[src/rtl/deserializer.sv]
// Four-lane word deserializer: collects SOF-delimited 4-word frames from a
// serial word stream and presents them as one wide registered output beat.
// Framing errors (misplaced SOF, orphan word) pulse ERR and bump a saturating counter.
module deserializer #(
    parameter int unsigned WIDTH = 16
) (
    input  logic             CLK,
    input  logic             RESET,
    input  logic [WIDTH-1:0] I,
    input  logic             I_VALID,
    input  logic             I_SOF,
    output logic             I_READY,
    output logic [WIDTH-1:0] O0,
    output logic [WIDTH-1:0] O1,
    output logic [WIDTH-1:0] O2,
    output logic [WIDTH-1:0] O3,
    output logic             O_VALID,
    input  logic             O_READY,
    output logic             ERR,
    output logic [7:0]       ERR_CNT
);

    localparam int unsigned CNT_W   = 2;
    localparam int unsigned ECNT_W  = 8;
    localparam logic [CNT_W-1:0]  LANE0 = CNT_W'(0);
    localparam logic [CNT_W-1:0]  LANE1 = CNT_W'(1);
    localparam logic [CNT_W-1:0]  LANE2 = CNT_W'(2);
    localparam logic [CNT_W-1:0]  LANE3 = CNT_W'(3);
    localparam logic [ECNT_W-1:0] ECNT_MAX = ECNT_W'(255);

    logic [CNT_W-1:0] cnt;
    logic [WIDTH-1:0] s0;
    logic [WIDTH-1:0] s1;
    logic [WIDTH-1:0] s2;

    logic accept;
    logic xfer;
    logic complete;
    logic frame_err;

    // Only the final lane can stall: it needs the output register to be free.
    assign I_READY   = !((cnt == LANE3) && O_VALID && !O_READY);
    assign accept    = I_VALID && I_READY;
    assign xfer      = O_VALID && O_READY;
    assign complete  = accept && !I_SOF && (cnt == LANE3);
    assign frame_err = accept && (I_SOF ? (cnt != LANE0) : (cnt == LANE0));

    // Lane counter and shadow capture of lanes 0..2; SOF always resyncs to lane 1.
    always_ff @(posedge CLK or posedge RESET) begin
        if (RESET) begin
            cnt <= LANE0;
            s0  <= '0;
            s1  <= '0;
            s2  <= '0;
        end else if (accept) begin
            if (I_SOF) begin
                s0  <= I;
                cnt <= LANE1;
            end else if (cnt == LANE1) begin
                s1  <= I;
                cnt <= LANE2;
            end else if (cnt == LANE2) begin
                s2  <= I;
                cnt <= LANE3;
            end else if (cnt == LANE3) begin
                cnt <= LANE0;
            end
        end
    end

    // Output frame register, loaded with the shadows plus the last lane on completion.
    always_ff @(posedge CLK or posedge RESET) begin
        if (RESET) begin
            O0 <= '0;
            O1 <= '0;
            O2 <= '0;
            O3 <= '0;
        end else if (complete) begin
            O0 <= s0;
            O1 <= s1;
            O2 <= s2;
            O3 <= I;
        end
    end

    // Output valid: set by completion (wins over a same-cycle transfer), cleared by transfer.
    always_ff @(posedge CLK or posedge RESET) begin
        if (RESET) begin
            O_VALID <= 1'b0;
        end else if (complete) begin
            O_VALID <= 1'b1;
        end else if (xfer) begin
            O_VALID <= 1'b0;
        end
    end

    // Framing error pulse and saturating error counter.
    always_ff @(posedge CLK or posedge RESET) begin
        if (RESET) begin
            ERR     <= 1'b0;
            ERR_CNT <= '0;
        end else begin
            ERR <= frame_err;
            if (frame_err && (ERR_CNT != ECNT_MAX)) begin
                ERR_CNT <= ERR_CNT + ECNT_W'(1);
            end
        end
    end

endmodule

[config.mk]
export PLATFORM = sky130hd
export DESIGN_NAME = deserializer
export DESIGN_NICKNAME = d
export VERILOG_FILES = /design/src/rtl/deserializer.sv
export SDC_FILE = /design/constraint.sdc
export NUM_CORES = 1
export LEC_CHECK = 0
export ABC_AREA = 1
export ABC_CLOCK_PERIOD_IN_PS = 8700
export CAP_MARGIN = 25
export CORE_MARGIN = 1
export CORE_UTILIZATION = 56
export DETAILED_ROUTE_END_ITERATION = 6
export PLACE_DENSITY = 0.85
export SYNTH_ARGS = -nofsm -noshare
export SYNTH_HDL_FRONTEND = slang
export SYNTH_SLANG_ARGS = --single-unit
export TNS_END_PERCENT = 5
[constraint.sdc]
create_clock -name CLK -period 8.7 [get_ports CLK]
set_input_delay 0.87 -clock CLK [delete_from_list [all_inputs] [get_ports CLK]]
set_output_delay 0.87 -clock CLK [all_outputs]
set_load 0.005 [all_outputs]
==> impl_metrics.ini <==
[sta]
timing.fmax_mhz = 345
tightest_slew_ns = 1.02
fin_ws_ns = 5.80
final-hold-violation-count = 0
fin_crit_ns = 2.90
rsz0062_at_grt = no
finalSetupViolCount = 0
slew_headroom_pct = 31.9
drv_slew = 0
post-route-period-util_pct = 33.3
setup_tns_ns = 0
finClkSkew_ns = 0.00897

[setup_path]
cp_data_arrival_time_ns = 2.03
end_kind = primary output
worstPathMaxFanout = 3
reg2regPathDepth = 7
start_kind = input port
crit_type = input port to primary output
rrSetupSlack_ns = 6.26
timing.rr.start = cnt[1]$_DFFE_PP0P_
crit_slowest_cell = clkdlybuf4s50_1
cp.required_ns = 7.83
path_cells = clkdlybuf4s50_1, inv_1, nand3_1, clkdlybuf4s50_1
crit_start = O_READY
cpPeakStageDelay_ns = 0.53
cpMostUsedCell = clkdlybuf4s50_1

[finish]
finish.instance_area_sq_mm = 0.00665
area_growth_pct = 30.2
fillerInstances = 599
num_antenna_cells = 0
drive_gt1_share_pct = 6.07
final_cells = 783
final_nets = 692

[global_routing]
grt_pass1_vias = 4209
grt_max_degree = 87
antenna_found_initial = 0
overflow = 0
grt_usage_pct = 27.8
grt_first_pass_wirelength_mm = 20.4

[pwr]
irDropWorstVdd_v = 0.000190
power_frac_clock_pct = 30.2
finalPower_mw = 2.30
switching_share_pct = 30.7
p_int_mw = 1.59
seqPwrFrac_pct = 40.9
leakagePower_nw = 3.32
p_comb_share_pct = 28.9
switchingPower_mw = 0.706
powerDensity_mw_per_mm2 = 345

[placement]
dpl.hpwl_mm = 8.10
portBuffers = 95
place_area_sq_mm = 0.00606
dpl_worst_slack_ns = 5.73
place.gp.congestion = 0.798
placed_cells = 753

[clock_network]
clk_latency_ns = 0.53
cts_resized = 0
cts_tree = yes
clkTransAtPathRegs_ns = 0.06
clkSinkCount = 124
cts_hold_buf = 0
cts_root_buffer = clkbuf_8
htreeDepth = 4
cts.path.max_buffers = 2
numCtsBuffers = 17
post_cts_buffers = 0

[detailed_routing]
routed_wl_mm = 12.6
drt_drc_violations_left = 0
drtPass1Iterations = 5
wl_per_cell_um = 16.0
avgViaCountPerCell = 5.39
vias = 4223
ant_nets = 0
first_iter_violations = 270

[floorplanning]
dieWidth_um = 97.5
start_util_pct = 58.3
die_area_sq_mm = 0.00951
num_rows = 34
die_height_um = 97.5
io_pins = 96
coreArea_sq_mm = 0.00876

[yosys]
syn_inst = 575
yosys_register_bits = 124
synth_area_per_cell_sq_um = 8.88
synth_nets = 602
synth_top_cell_by_area = dfrtp_1
yosysWarnings = 0
ys_seq_area_share_pct = 60.7
netlist_top_cells_area = dfrtp_1, nand2_1, o21ai_1
synth_top_area_share_pct = 60.7
netlist_area_sq_mm = 0.00511
ys_types = 20

[worst_hold_path]
hold_path_class = flop to flop
hold-path-cell-count = 2
min-delay-start = s2[3]$_DFFE_PP0P_

[job]
cap_violations = 0

[outcome]
status = finished, final reports clean
-- synth_stat cells --
cell type and count:
xor2_1 1, o21ai_1 81, buf_6 2, nand3_1 22, clkinv_1 1, buf_2 16
inv_1 77, buf_4 6, nand2_1 200, nor2_1 8, nand4_1 17, dfrtp_1 124
clkbuf_1 4, inv_2 2, nor2_2 2, ha_1 6, nor2_4 1, o21ai_0 2
nand3_2 1, nand2_2 2
-- worst max-delay path, delay by kind of cell --
family	cells	cell delay, ns
buffers and inverters	3	1.03
and+or+nand+nor	1	0.13
-- routing by layer --
metal,up-vias,global-route usage (%),share of wire (%)
met3,33,7.70,6.4
met2,175,46.2,51
li1,1984,-,-
met4,0,12.1,2.6
met5,-,0,0
met1,2031,34.1,40
-- cell families (layout without fill, tap and decap cells) --
group	Yosys count	count (layout)	synth area share (%)
XOR/XNOR	1	1	0.171
adder cells (fa/ha/maj)	6	6	1.47
flip-flops	124	124	60.7
AO/OA/AOI/OAI	83	83	8.13
AND/OR/NAND/NOR	253	253	20.4
buffers and inverters	108	208	9.06
-- registers in the layout (all words and copies together) (netlist names) --
signal / count
O0: 16
O1: 16
O2: 16
O3: 16
s0: 16
s1: 16
s2: 16
ERR_CNT: 8
cnt: 2
ERR: 1
O_VALID: 1
-- stage by stage --
step | utilization, % | hold slack [ns]
floorplan | - | 0.442
global placement | 69.1 | 0.454
detailed placement | 69.1 | 0.463
CTS | 75.7 | 0.477
global route | 75.9 | 0.499
finish | 75.9 | 0.478
-- layout by cell type, fill, tap and decap left out, drive strengths merged --
cell,instances
buf,4
nand2,202
nor2,11
nand3,23
dfrtp,124
clkbuf,21
inv,79
nand4,17
xor2,1
ha,6
bufinv,3
clkinvlp,1
o21ai,83
clkinv,5
clkdlybuf4s50,95
-- final cells by class --
| cell class | instances | area, sq um | share of cell area, % |
|---|---|---|---|
| well taps | 108 | 135 | 2.03 |
| flip-flops and latches | 124 | 3100 | 46.6 |
| clock inverters | 8 | 118 | 1.77 |
| inverters | 80 | 303 | 4.55 |
| multi-input cells | 343 | 1540 | 23.2 |
| repair buffers | 99 | 993 | 14.9 |
| clock buffers | 21 | 459 | 6.90 |
-- power by group through the flow --
stage	sequential, mW	clock (mW)	combinational [mW]
floorplan	0.917	0	0.311
global placement	0.924	0	0.621
detailed placement	0.936	0	0.651
CTS	0.936	0.693	0.667
global route	0.962	0.724	0.739
finish	0.938	0.694	0.664
-- final timing paths --
kind,to
worst max-delay path,I_READY
min in group asynchronous,O0[15]$_DFFE_PP0P_
worst max register to register,s0[9]$_DFFE_PP0P_
worst min register to register,s2[3]$_DFFE_PP0P_
worst min-delay path,s2[3]$_DFFE_PP0P_
max in group asynchronous,O3[2]$_DFFE_PP0P_
No activity file was read; power rests on OpenSTA's default activity.
